==> config.mk <==
export PLATFORM = sky130hd
export DESIGN_NAME = fetch_stage
export DESIGN_NICKNAME = d
export VERILOG_FILES = /design/src/rtl/fetch_stage_pkg.sv /design/src/rtl/adder_32.sv /design/src/rtl/fetch_skid_buf.sv /design/src/rtl/fetch_stage.sv
export SDC_FILE = /design/constraint.sdc
export NUM_CORES = 1
export LEC_CHECK = 0
export ABC_AREA = 1
export BUFFER_PORTS_ARGS = -buffer_cell sky130_fd_sc_hd__buf_4
export CAP_MARGIN = 20
export CORE_MARGIN = 2
export CORE_UTILIZATION = 45
export DETAILED_ROUTE_END_ITERATION = 6
export PLACE_DENSITY = 0.67
export SLEW_MARGIN = 15
export SYNTH_ARGS = -nofsm -noshare
export SYNTH_HDL_FRONTEND = slang
export SYNTH_SLANG_ARGS = --single-unit
==> constraint.sdc <==
create_clock -name clk -period 19.25 [get_ports clk]
set_input_delay 2.8875 -clock clk [delete_from_list [all_inputs] [get_ports clk]]
set_output_delay 2.8875 -clock clk [all_outputs]
set_load 0.01 [all_outputs]
==> src/rtl/fetch_stage_pkg.sv <==
// Shared definitions for the instruction-fetch stage.
package fetch_stage_pkg;

    // Word presented to decode when no instruction is available
    localparam logic [31:0] NOP_DEFAULT = 32'h0000_0000;

    // Sequential fetch stride and the distance from inst to its second successor
    localparam logic [31:0] PC_INCR  = 32'd4;
    localparam logic [31:0] PC_INCR2 = 32'd8;

    // Request-side state: normal streaming, an in-flight request whose word
    // must be thrown away, or a redirect waiting for its delay slot to be acked
    typedef enum logic [1:0] {
        REQ_RUN     = 2'd0,
        REQ_SQUASH  = 2'd1,
        REQ_PENDING = 2'd2
    } req_state_t;

    // Fetch addresses are always word aligned
    function automatic logic [31:0] word_align(input logic [31:0] a);
        return a & 32'hFFFF_FFFC;
    endfunction

endpackage

==> src/rtl/adder_32.sv <==
// Plain 32-bit modulo adder used for the PC+4 / PC+8 paths.
module adder_32 (
    input  logic [31:0] a,
    input  logic [31:0] b,
    output logic [31:0] sum
);

    assign sum = a + b;

endmodule

==> src/rtl/fetch_skid_buf.sv <==
// Two-deep fetch buffer: the output buffer feeding decode plus a hold
// register that catches a word arriving while decode is stalled.
module fetch_skid_buf
    import fetch_stage_pkg::*;
#(
    parameter logic [31:0] NOP_WORD = NOP_DEFAULT
) (
    input  logic        clk,
    input  logic        reset,
    input  logic        consume,
    input  logic        flush,
    input  logic        in_valid,
    input  logic [31:0] in_word,
    input  logic [31:0] in_pc,
    input  logic [31:0] fill_pc4,
    input  logic [31:0] fill_pc8,
    output logic        buf_valid,
    output logic [31:0] buf_word,
    output logic [31:0] buf_pc4,
    output logic [31:0] buf_pc8,
    output logic        hold_valid,
    output logic [31:0] hold_pc
);

    logic [31:0] hold_word;

    // Refill the buffer from hold first, then the arriving word, else a bubble;
    // a word that cannot enter the full buffer parks in hold.
    always_ff @(posedge clk or posedge reset) begin
        if (reset) begin
            buf_valid  <= 1'b0;
            buf_word   <= 32'h0;
            buf_pc4    <= 32'h0;
            buf_pc8    <= 32'h0;
            hold_valid <= 1'b0;
            hold_word  <= 32'h0;
            hold_pc    <= 32'h0;
        end else if (flush) begin
            buf_valid  <= 1'b0;
            buf_word   <= NOP_WORD;
            hold_valid <= 1'b0;
        end else if (consume || !buf_valid) begin
            if (hold_valid) begin
                buf_valid  <= 1'b1;
                buf_word   <= hold_word;
                buf_pc4    <= fill_pc4;
                buf_pc8    <= fill_pc8;
                hold_valid <= in_valid;
                hold_word  <= in_word;
                hold_pc    <= in_pc;
            end else if (in_valid) begin
                buf_valid <= 1'b1;
                buf_word  <= in_word;
                buf_pc4   <= fill_pc4;
                buf_pc8   <= fill_pc8;
            end else begin
                buf_valid <= 1'b0;
                buf_word  <= NOP_WORD;
            end
        end else if (in_valid) begin
            hold_valid <= 1'b1;
            hold_word  <= in_word;
            hold_pc    <= in_pc;
        end
    end

endmodule

==> src/rtl/fetch_stage.sv <==
// Instruction-fetch stage: owns the PC, talks to a variable-latency
// instruction memory and applies decode redirects after the delay slot.
module fetch_stage
    import fetch_stage_pkg::*;
#(
    parameter logic [31:0] RESET_PC = 32'h0000_0000,
    parameter logic [31:0] NOP_WORD = NOP_DEFAULT
) (
    input  logic        clk,
    input  logic        reset,
    input  logic        stall,
    input  logic        branch_taken,
    input  logic [31:0] branch_target,
    input  logic        jump,
    input  logic [31:0] jump_target,
    output logic        imem_req,
    output logic [31:0] imem_addr,
    input  logic        imem_ack,
    input  logic [31:0] imem_rdata,
    output logic [31:0] inst_out,
    output logic [31:0] pc4_out,
    output logic [31:0] pc8_out,
    output logic        inst_valid
);

    req_state_t  state;
    logic [31:0] req_addr;
    logic [31:0] redir_target;
    logic [31:0] target;
    logic [31:0] src_pc;
    logic [31:0] fill_pc4;
    logic [31:0] fill_pc8;
    logic [31:0] hold_pc;
    logic        buf_valid;
    logic        hold_valid;
    logic        fire;
    logic        redir;
    logic        case_a;
    logic        case_b;
    logic        deliver;

    // A request is open whenever there is room for its word; reset kills it at once
    assign imem_req  = !hold_valid && !reset;
    assign imem_addr = req_addr;
    assign fire      = imem_req && imem_ack;

    // Redirects only count on the edge where the branch actually leaves ID
    assign redir  = !stall && (branch_taken || jump);
    assign target = word_align(branch_taken ? branch_target : jump_target);
    // Delay slot already buffered (A) or still to come from memory (B)
    assign case_a = redir && buf_valid;
    assign case_b = redir && !buf_valid;

    // Words from a squashed request, or fetched past the delay slot, never reach decode
    assign deliver = fire && (state != REQ_SQUASH) && !case_a;

    // The word being placed into the buffer comes from hold if occupied, else from memory
    assign src_pc = hold_valid ? hold_pc : req_addr;

    adder_32 u_pc4 (.a(src_pc), .b(PC_INCR),  .sum(fill_pc4));
    adder_32 u_pc8 (.a(src_pc), .b(PC_INCR2), .sum(fill_pc8));

    fetch_skid_buf #(.NOP_WORD(NOP_WORD)) u_skid (
        .clk        (clk),
        .reset      (reset),
        .consume    (!stall),
        .flush      (case_a),
        .in_valid   (deliver),
        .in_word    (imem_rdata),
        .in_pc      (req_addr),
        .fill_pc4   (fill_pc4),
        .fill_pc8   (fill_pc8),
        .buf_valid  (buf_valid),
        .buf_word   (inst_out),
        .buf_pc4    (pc4_out),
        .buf_pc8    (pc8_out),
        .hold_valid (hold_valid),
        .hold_pc    (hold_pc)
    );

    assign inst_valid = buf_valid;

    // Request address sequencing and redirect bookkeeping; the address never
    // moves while a request is waiting for its ack
    always_ff @(posedge clk or posedge reset) begin
        if (reset) begin
            req_addr     <= word_align(RESET_PC);
            redir_target <= 32'h0;
            state        <= REQ_RUN;
        end else if (case_a) begin
            if (imem_req && !imem_ack) begin
                state        <= REQ_SQUASH;
                redir_target <= target;
            end else begin
                req_addr <= target;
                state    <= REQ_RUN;
            end
        end else if (fire) begin
            case (state)
                REQ_SQUASH, REQ_PENDING: begin
                    req_addr <= redir_target;
                    state    <= REQ_RUN;
                end
                default: begin
                    req_addr <= case_b ? target : req_addr + PC_INCR;
                end
            endcase
        end else if (case_b) begin
            state        <= REQ_PENDING;
            redir_target <= target;
        end
    end

endmodule

==> Yosys cells after proc, flatten, opt, wreduce, memory -nomap -nowiden <==
Index checks and enable logic that the tools add are counted.
{ "word_totals": {"register_bits": 228, "latch_bits": 0, "ram_bits": 0, "romBits": 0, "inputBits": 102, "out_inout_bits": 130, "wordCells": 89, "n_memories": 0} }
{ "classes": {"addsub": 3, "mul": 0, "n_div": 0, "order_cmp": 0, "n_eq_ne": 8, "shift": 0, "muxes": 38, "bitwise_logic": 1, "n_reduce_logical": 29} }
{ "ops": {"columns": ["cell", "count"], "rows": [
  ["2-to-1 mux 32 bit", 25],
  ["adder 32 x 3 -> 32 bit (second input constant)", 2],
  ["adder 32 x 4 -> 32 bit (second input constant)", 1],
  ["nonzero test 2 bit", 5],
  ["2-to-1 mux 1 bit", 9],
  ["AND reduction 3 bit", 3],
  ["logical AND 1 bit", 8],
  ["2-to-1 mux 2 bit", 4],
  ["inequality test 2 x 1 -> 1 bit (second input constant)", 4],
  ["zero test 1 bit", 6],
  ["nonzero test 3 bit", 2],
  ["AND reduction 2 bit", 2],
  ["inequality test 3 x 1 -> 1 bit (second input constant)", 1],
  ["== test 2 x 1 -> 1 bit (second input constant)", 1],
  ["== test 2 bit (second input constant)", 1],
  ["logical OR 1 bit", 2],
  ["inequality test 2 bit (second input constant)", 1],
  ["OR reduction 2 bit", 1],
  ["inverter 1 bit", 1]
]} }

==> Depth between registers and ports, before layout <==
{ "logic_depth": {"word_depth": 9, "mapped_depth": 15, "ltp_nobuf": 14} }

==> By module <==
Synthesis repeated with hierarchy kept, for this count alone.
{ "hier_totals": {"hier_cells": 2618, "area_unflattened_um2": 16678.5} }
{ "by_module_without_submodules": {"columns": ["module", "instances", "cells_each", "area_per_inst_um2", "seq_area_each_um2"], "rows": [
  ["fetch_skid_buf", 1, 820, 6989.2, 4053.9],
  ["fetch_stage", 1, 810, 4919.7, 1551.5],
  ["adder_32", 2, 494, 2384.8, 0.0]
]} }

==> Least setup slack after synthesis <==
Ideal clock, no wire load.
{ "synth_timing": {"kind": "input-to-output", "from": "input reset", "to": "output imem_req", "arrival_ns": 3.075, "required_ns": 16.362, "slack_ns": 13.287, "cell_stages": 1, "n_path_buf": 0, "path_cell_list": "nor2_2"} }
{ "synth_between": {"elab_chain_cells": 2} }
{ "synth_rtl": {"columns": ["item", "line", "text"], "rows": [
  ["start: declaration", "fetch_stage.sv:10", "input logic reset,"],
  ["zero test 1 bit (no line)", null, null],
  ["logical AND 1 bit", "fetch_stage.sv:43", "assign imem_req = !hold_valid && !reset;"],
  ["end: declaration", "fetch_stage.sv:16", "output logic imem_req,"]
]} }
No other way between the ends.

==> Worst setup path in the final report <==
Ends and elaborated chain as after synthesis.

==> run metrics <==
status complete, no violations; CTS tree done; Synth Area in Simple Gates 30.39%; M1 WL 16450 µm; worst min path class flop to flop; metal2 WL 15730 µm; routed wire length 34690 µm; first-pass GRT wire length 55660 µm; grt ovf 0; number of port buffers 221; cell depth of the worst hold path 2; Die Span X 169.2 µm; sequential share of the synthesized area 44.42%; RSZ-0062 raised after global routing false; XOR/XNOR Fraction of Synth Area 1.426%; post-synthesis mux area share 1.304%; Hold Violations, Final 0; Area after DPL 0.01405 mm²; critical path arrival 3430 ps; Final Skew 21.98 ps; standard-cell rows 60; most frequent cell after synthesis nand2_1; vias in the first global route 10584; maximum clock rate 0.1584 GHz; Root Buffer clkbuf_16; worst path required time 16360 ps; Core Box Area 0.02688 mm²; die area 0.02863 mm²; Top Layer Used met4; clk_lat worst skew 530 ps; mapped cell area 0.01228 mm²; CP Class primary input to output port; drt pass-1 iters 5; Distinct cells, synth 38; synthesized flop and latch total 218; setup violators final 0; Post-Syn Area per Cell 7.225 µm²; Main synth FF type dfrtp_1; Post-CTS Resized 0; initial core utilization 45.70%; Min-Delay Startpoint u_skid.buf_pc4[30]$_DFFE_PP0P_; relative slew slack 36.08%; DR WL met3 1769 µm; setup tns final 0 ps; Adder-Cell Fraction of Synth Area 0.4075%; Lkg Pwr 0.007578 µW; crit end category output port; synthesis-to-layout area growth 21.19%; Max Slew Vio Count 0; WL per Instance 15.50 µm; Longest Clk Path Bufs 3; final instance area 0.01488 mm²; Vias/cell 5.104; FFs w/ async S/R, synth 100.0%; Total GRT Usage 24.12%; Nets 1988; hold_ws 477.7 ps; Reg-to-Reg Start u_skid.buf_valid$_DFFE_PP0P_; cts bufs inserted 24; Antenna Cells 0; Reg clk slew, reported paths 50 ps; Final Cycle Share 32.81%; combinational family with the most area after synthesis simple AND/OR/NAND/NOR gates; r2r setup slk 15450 ps; Synth Instances 1700; CP max-delay cell nor2_2; Detailed Place HPWL 24780 µm; RD Place Congestion 0.9302; PwrDens 131.9 mW/mm²; CTS HTree Levels 1; worst stage delay on the critical path 220 ps; YS warnings 0; top cell type's share of synthesized area 44.42%; Synth area leaders dfrtp_1 (44%), nand2_1 (20%), o21ai_0 (6.8%), inv_1 (4.6%), nand3_1 (4.4%); Synth area leader dfrtp_1; Worst Hold End u_skid.buf_pc4[30]$_DFFE_PP0P_; launching element type of the critical path primary input; Tightest Pin Transition 958.8 ps; via count 11422; initial antenna violation count 0; largest net degree at the start of global routing 136; max-cap viol count 0; 1st-iter DRT viols 797; die height 169.2 µm; number of flops mapped to enable cells by yosys 0; Tmin final 6315 ps; Compound-Gate Fraction of Synth Area 13.77%; Sink Count 218; drt drc 0; R2R Path End u_skid.buf_pc4[17]$_DFFE_PP0P_; Synth top cells by count nand2_1 (655), dfrtp_1 (218), o21ai_0 (166); layout cells sized above 1 17.98%; R2R depth 7; cell mode on critical path buf_4; Final ANT Viol Nets 0; # IOs 232; Hold-fix buffers, CTS 0; peak supply drop 0.00005744 V; worst path cell trace buf_4, nor2_2, buf_4; Crit Path Max Fanout 4; Setup Buffers After CTS 0
report_power, final:
group	leakage (µW)	internal (µW)	switching, µW
Combinational	0.00442	292	440
Clock	0.000386	285	186
Sequential	0.00277	624	137
final cells by class:
cell class | instances | area (µm²)
clock buffers | 35 | 681.9
clock inverters | 6 | 118.9
fillers | 2600 | 11990
inverters | 162 | 615.6
multi-input cells | 1247 | 5847
flip-flops and latches | 218 | 5456
well taps | 341 | 426.7
repair buffers | 229 | 1738
per-stage QoR:
| stage | instances | power [µW] | utilization [%] | worst slack, ps |
|---|---|---|---|---|
| after detailed placement | 2195 | 1494 | 52.28 | 12550 |
| after global placement | 2195 | 1475 | 52.28 | 12590 |
| after global routing | 2238 | 2105 | 55.38 | 12890 |
| after floorplan | 1705 | 1175 | - | 10400 |
| after CTS | 2236 | 1972 | 55.26 | 12940 |
| final | 2238 | 1964 | 55.38 | 12940 |
cell usage in the layout (no fill, tap or decap), types with 19 or more instances in the layout:
cell type	synthesis	routed
a21oi_1	21	21
a22o_1	32	32
buf_4	14	226
nor2_1	85	85
nand2_2	18	19
o21ai_0	166	166
nand2_1	655	654
inv_1	152	151
xor2_1	20	20
nand3_1	109	109
clkbuf_16	0	24
dfrtp_1	218	217
nor2_2	22	21
o21ai_1	35	35
cell families after synthesis:
kind of cell,Yosys count
simple gates,908
flops,218
compound gates,293
fa+ha+maj,4
other cells,1
buf+inv,240
xor+xnor,20
mux,16
registers in the layout, indices dropped and copies added, names as in the netlist:
signal / flops
u_skid.buf_word: 32
u_skid.hold_word: 32
imem_addr: 30
redir_target: 30
u_skid.buf_pc4: 30
u_skid.buf_pc8: 30
u_skid.hold_pc: 30
state: 2
u_skid.buf_valid: 1
u_skid.hold_valid: 1
per-layer routing:
| layer | vias up | GRT usage (%) |
|---|---|---|
| li1 | 5775 | - |
| met1 | 5267 | 35.19 |
| met2 | 325 | 38.03 |
| met3 | 55 | 3.195 |
| met4 | 0 | 6.280 |
| met5 | - | 0 |
worst max path at each step:
stage                 start                             end  depth (start not counted)
2_1_floorplan         reset       imem_addr[10]$_DFFE_PP0P_                          1
3_3_place_gp   branch_taken  u_skid.buf_pc4[21]$_DFFE_PP0P_                         10
3_5_place_dp   branch_taken  u_skid.hold_pc[14]$_DFFE_PP0P_                          9
4_1_cts               reset                        imem_req                          3
5_1_grt        branch_taken   u_skid.buf_pc8[7]$_DFFE_PP0P_                         10
6_report              reset                        imem_req                          3
critical path, delay by kind of cell:
| kind | cells | cell delay (ps) |
|---|---|---|
| and+or+nand+nor | 1 | 220 |
| buffers and inverters | 2 | 320 |
No activity file was read; power rests on OpenSTA's default activity.
